### config.mk
export PLATFORM = sky130hd
export DESIGN_NAME = truth_table_sweeper
export DESIGN_NICKNAME = d
export VERILOG_FILES = /design/src/rtl/truth_table_sweeper.sv
export SDC_FILE = /design/constraint.sdc
export NUM_CORES = 1
export LEC_CHECK = 0
export CORE_MARGIN = 2
export CORE_UTILIZATION = 45
export DETAILED_ROUTE_END_ITERATION = 16
export PLACE_DENSITY = 0.74
export SYNTH_ARGS = -nofsm -noshare
export SYNTH_HDL_FRONTEND = slang
export SYNTH_SLANG_ARGS = --single-unit
### constraint.sdc
create_clock -name clk -period 2.4 [get_ports clk]
set_input_delay 0.48 -clock clk [delete_from_list [all_inputs] [get_ports clk]]
set_output_delay 0.48 -clock clk [all_outputs]
set_load 0.01 [all_outputs]
### src/rtl/truth_table_sweeper.sv
// rtl/truth_table_sweeper.sv - walks every row of an N_VARS-input truth table and streams the selected rows
// The mask and mode are captured at start, so the sweep cannot be disturbed once it is running.
module truth_table_sweeper #(
    parameter int N_VARS = 3
) (
    input  logic                     clk,
    input  logic                     rst_n,
    input  logic                     start,
    input  logic [(1<<N_VARS)-1:0]   func_mask,
    input  logic [1:0]               mode,
    output logic                     row_valid,
    input  logic                     row_ready,
    output logic [N_VARS-1:0]        row_x,
    output logic                     row_s,
    output logic [N_VARS:0]          minterm_count,
    output logic [N_VARS:0]          maxterm_count,
    output logic                     busy,
    output logic                     done
);

    typedef enum logic [1:0] {
        S_IDLE  = 2'd0,
        S_SWEEP = 2'd1,
        S_DONE  = 2'd2
    } state_t;

    localparam logic [N_VARS-1:0] LAST_IDX = '1;

    state_t                   r_state;
    state_t                   w_next;
    logic [N_VARS-1:0]        r_idx;
    logic [(1<<N_VARS)-1:0]   r_mask;
    logic [1:0]               r_mode;
    logic [N_VARS:0]          r_min;
    logic [N_VARS:0]          r_max;

    logic w_sweep;
    logic w_s;
    logic w_qual;
    logic w_adv;
    logic w_last;
    logic w_accept;

    assign w_sweep  = (r_state == S_SWEEP);
    assign w_s      = r_mask[r_idx];
    assign w_last   = (r_idx == LAST_IDX);
    assign w_accept = (r_state == S_IDLE) && start;

    // Mode 11 behaves like 00: every row is emitted.
    always_comb begin
        w_qual = 1'b1;
        case (r_mode)
            2'b01:   w_qual = w_s;
            2'b10:   w_qual = !w_s;
            default: w_qual = 1'b1;
        endcase
    end

    // Non-qualifying rows advance unconditionally; qualifying ones wait for the consumer.
    assign w_adv = w_sweep && (!w_qual || row_ready);

    always_ff @(posedge clk) begin
        if (!rst_n) begin
            r_state <= S_IDLE;
        end else begin
            r_state <= w_next;
        end
    end

    always_comb begin
        w_next = r_state;
        case (r_state)
            S_IDLE:  if (start) w_next = S_SWEEP;
            S_SWEEP: if (w_adv && w_last) w_next = S_DONE;
            S_DONE:  w_next = S_IDLE;
            default: w_next = S_IDLE;
        endcase
    end

    always_comb begin
        row_valid     = w_sweep && w_qual;
        row_x         = w_sweep ? r_idx : '0;
        row_s         = w_sweep && w_s;
        busy          = w_sweep;
        done          = (r_state == S_DONE);
        minterm_count = r_min;
        maxterm_count = r_max;
    end

    always_ff @(posedge clk) begin
        if (!rst_n) begin
            r_idx  <= '0;
            r_mask <= '0;
            r_mode <= 2'b00;
            r_min  <= '0;
            r_max  <= '0;
        end else if (w_accept) begin
            r_idx  <= '0;
            r_mask <= func_mask;
            r_mode <= mode;
            r_min  <= '0;
            r_max  <= '0;
        end else if (w_adv) begin
            r_min <= r_min + {{N_VARS{1'b0}}, w_s};
            r_max <= r_max + {{N_VARS{1'b0}}, !w_s};
            // Hold at the last row so the index never wraps inside a sweep.
            if (!w_last) begin
                r_idx <= r_idx + 1'b1;
            end
        end
    end

endmodule

==> results.json <==
{
  "status": "finished with violations",
  "violated_checks": "negative setup slack",
  "finalInstanceArea_mm2": 0.00168,
  "die-height_um": 58.0,
  "slew-limit-headroom_pct": 63.0,
  "vias_per_cell": 5.26,
  "worst-endpoint-required_ps": 1920,
  "final_report_max_slew_violation_count": 0,
  "post_synth_inst_count": 150,
  "netSwitchingFraction_pct": 27.2,
  "power_density_mw_per_mm2": 443,
  "p_sw_w": 0.000203,
  "crit-reg2reg-capture": "maxterm_count[3]",
  "syn_to_final_growth_pct": 28.4,
  "ctsHtreeMaxLevel": 1,
  "dp_slack_ps": -279,
  "fin_crit_sh_pct": 110,
  "max-vdd-ir-drop_uv": 321,
  "endpoint_kind": "output pin",
  "drt_first_pass_iters": 4,
  "cts_made_buffers": 3,
  "layout-drive-gt1-share_pct": 12.2,
  "yosys_warnings": 0,
  "period_needed_ps": 2650,
  "post_drt_wl_per_cell_um": 12.6,
  "synth_async_sr_flop_share_pct": 0,
  "nFillCells": 244,
  "detailedRoute.firstIterationViolations": 24,
  "synth_seq_area_share_pct": 35.1,
  "worst_hold_slack_ps": 474,
  "power_frac_comb_pct": 20.9,
  "detailedPlacementHpwl_um": 2040,
  "worst_setup_path_startpoint": "r_idx[0]",
  "insertedDiodeCount": 0,
  "route.vias.total": 1115,
  "synth_enable_flop_cells": 0,
  "gp_congestion": 0.758,
  "worst_slack_ps": -249,
  "min-delay-path-class": "flop to flop",
  "place.port_buffers": 28,
  "finalSetupViolCount": 2,
  "tritoncts": "done",
  "rsz0062_at_grt": "true",
  "setup.worst_path.end": "row_valid",
  "initial_core_util_pct": 47.5,
  "path_clk_slew_ps": 120,
  "overflow": 0,
  "ys.flop_type": "sky130_fd_sc_hd__dfxtp_1",
  "internal_power_w": 0.000544,
  "placed_cell_area_mm2": 0.00164,
  "floorplan.io_pins": 29,
  "critPathArrivalTime_ps": 2170,
  "layout.nets": 204,
  "worst-r2r-cell-count": 9,
  "hold_violations": 0,
  "post_synth_num_cell_types": 24,
  "postSynthNetCount": 172,
  "clk_path_buf_depth": 2,
  "min_from": "r_mask[7]",
  "worst_skew_pair_later_pin_latency_ps": 310,
  "p_leak_nw": 0.694,
  "detail_route.wirelength_um": 2670,
  "rows": 19,
  "remaining_drc_errors": 0,
  "total_of_flip_flops_plus_latches_after_synthesis": 23,
  "timing.setup.critical_path_class": "flop to output pin",
  "p_total_w": 0.000747,
  "syn_area_per_cell_um2": 8.74,
  "achievable-frequency_mhz": 378,
  "power.share.clock_pct": 24.6,
  "fin_skew_ps": 3.93,
  "wire_length_of_the_first_global_routing_pass_um": 4580,
  "detail-route-antenna-nets": 0,
  "path_max_fanout": 6,
  "rrSetupSlack_ps": 70,
  "fp.coreArea_mm2": 0.00276,
  "die_width_um": 58.0,
  "grt_usage_pct": 17.4,
  "via_count_of_the_first_global_routing_pass": 1067,
  "fp.dieArea_mm2": 0.00336,
  "p_seq_share_pct": 54.5,
  "worst_slew_pin_slew_ps": 554,
  "grt_start_max_net_pins": 17,
  "cts.sink_count": 23,
  "grt_antenna_before_repair": 0,
  "clock_tree.root_cell": "sky130_fd_sc_hd__clkbuf_4",
  "synthesis.area_mm2": 0.00131,
  "critical_path.startpoint_type": "flop",
  "maxCapViolations": 0,
  "rr_startpoint": "r_idx[0]"
}
[cell usage in the layout, fill, tap and decap left out]
cell                              netlist  layout
sky130_fd_sc_hd__ha_1                   8       8
sky130_fd_sc_hd__clkdlybuf4s50_1        0      26
sky130_fd_sc_hd__buf_6                  2       1
sky130_fd_sc_hd__dfxtp_4                0       1
sky130_fd_sc_hd__nor3b_1                1       1
sky130_fd_sc_hd__nor2b_1                3       3
sky130_fd_sc_hd__mux4_2                 1       1
sky130_fd_sc_hd__and3_1                 2       2
sky130_fd_sc_hd__mux2i_1               15      15
sky130_fd_sc_hd__inv_1                  3       3
sky130_fd_sc_hd__buf_2                  0       1
sky130_fd_sc_hd__a31oi_1                1       1
sky130_fd_sc_hd__o21ai_0                1       1
sky130_fd_sc_hd__dlygate4sd2_1          0       1
sky130_fd_sc_hd__nand3b_1               2       2
sky130_fd_sc_hd__dfxtp_1               23      22
sky130_fd_sc_hd__clkbuf_4               0       3
sky130_fd_sc_hd__and2_1                 4       4
sky130_fd_sc_hd__clkbuf_1               7       1
sky130_fd_sc_hd__nor2_1                 2       2
sky130_fd_sc_hd__o21a_1                 1       1
sky130_fd_sc_hd__mux2_4                 2       6
sky130_fd_sc_hd__nand2_1               41      41
sky130_fd_sc_hd__mux2_2                 3       2
sky130_fd_sc_hd__buf_4                  0       7
sky130_fd_sc_hd__a21boi_0              10      10
sky130_fd_sc_hd__nand2b_1               5       5
sky130_fd_sc_hd__nand3_1                8       8
sky130_fd_sc_hd__o21bai_1               2       2
[worst min-delay path by stage]
stage / slack [ps] / cells past startpoint / end
after floorplan: 440 / 2 / r_mask[0]
after global placement: 450 / 2 / maxterm_count[3]
after detailed placement: 460 / 2 / r_mask[2]
after CTS: 480 / 2 / r_mask[6]
after global routing: 500 / 2 / r_mask[6]
final: 470 / 2 / r_mask[7]
[layout make-up]
| class | instances | area, um2 | area share [%] |
|---|---|---|---|
| Multi-Input combinational cell | 115 | 806 | 47.8 |
| Sequential cell | 23 | 464 | 27.6 |
| Timing Repair Buffer | 36 | 338 | 20.1 |
| Tap cell | 31 | 38.8 | 2.30 |
| Clock buffer | 4 | 26.3 | 1.56 |
| Inverter | 3 | 11.3 | 0.669 |
[repair_timing]
action | CTS | global route
hold buffers | 0 | 0
resized for setup | 12 | 0
endpoints found under the setup margin | 4 | 4
setup buffers | 0 | 0
[metal layers]
layer  vias to the layer above  wire, um  track usage [%]
li1                        568         -                -
met1                       527      1210             21.4
met2                        16      1340             31.2
met3                         4        80             2.46
met4                         0        39             5.98
met5                         -         0                0
[per-stage QoR]
stage	utilization, %	TNS, ps	std cells
6_report	61.1	-481	212
5_1_grt	61.1	-760	212
4_1_cts	61.1	-494	212
3_5_place_dp	59.5	-522	208
3_3_place_gp	59.5	-384	208
2_1_floorplan	-	0	150
[Yosys cell counts (all sizes together) (2+ instances only)]
library cell	n	share of area, %
nor2b	3	1.4
a21boi	10	5.7
nand3b	2	1.1
nor2	2	0.57
o21bai	2	1.1
clkbuf	7	2.0
and3	2	0.95
mux2i	15	11
ha	8	7.6
and2	4	1.9
nand3	8	3.1
inv	3	0.86
nand2b	5	2.4
mux2	8	7.4
buf	2	1.7
dfxtp	23	35
nand2	41	12
[sequential cells by signal (all words and copies together) (netlist names)]
signal	cells
r_state	2
r_mode	2
maxterm_count	4
minterm_count	4
r_mask	8
r_idx	3
[logic make-up (layout without fill, tap and decap cells)]
family | count (synthesis) | after routing | synth area share, %
buffers and inverters | 12 | 43 | 4.58
adder cells (fa/ha/maj) | 8 | 8 | 7.63
multiplexers | 24 | 24 | 20.6
AND/OR/NAND/NOR | 68 | 68 | 23.8
AO/OA/AOI/OAI | 15 | 15 | 8.30
flip-flops | 23 | 23 | 35.1
[critical path, cell delays in order (launching register included)]
cell and delay, ps:
sky130_fd_sc_hd__dfxtp_4 410, sky130_fd_sc_hd__mux2_4 300, sky130_fd_sc_hd__mux4_2 530, sky130_fd_sc_hd__mux2_4 320, sky130_fd_sc_hd__o21a_1 170, sky130_fd_sc_hd__buf_2 130
[power by group through the flow]
| stage | clock network (W) | registers, W | logic [W] |
|---|---|---|---|
| CTS | 0.000191 | 0.000407 | 0.000158 |
| global route | 0.000205 | 0.000409 | 0.000173 |
| detailed placement | 0 | 0.000415 | 0.000154 |
| floorplan | 0 | 0.000412 | 0.0000970 |
| finish | 0.000184 | 0.000407 | 0.000156 |
| global placement | 0 | 0.000414 | 0.000147 |
Note: power is estimated with default switching activity, not from simulation.
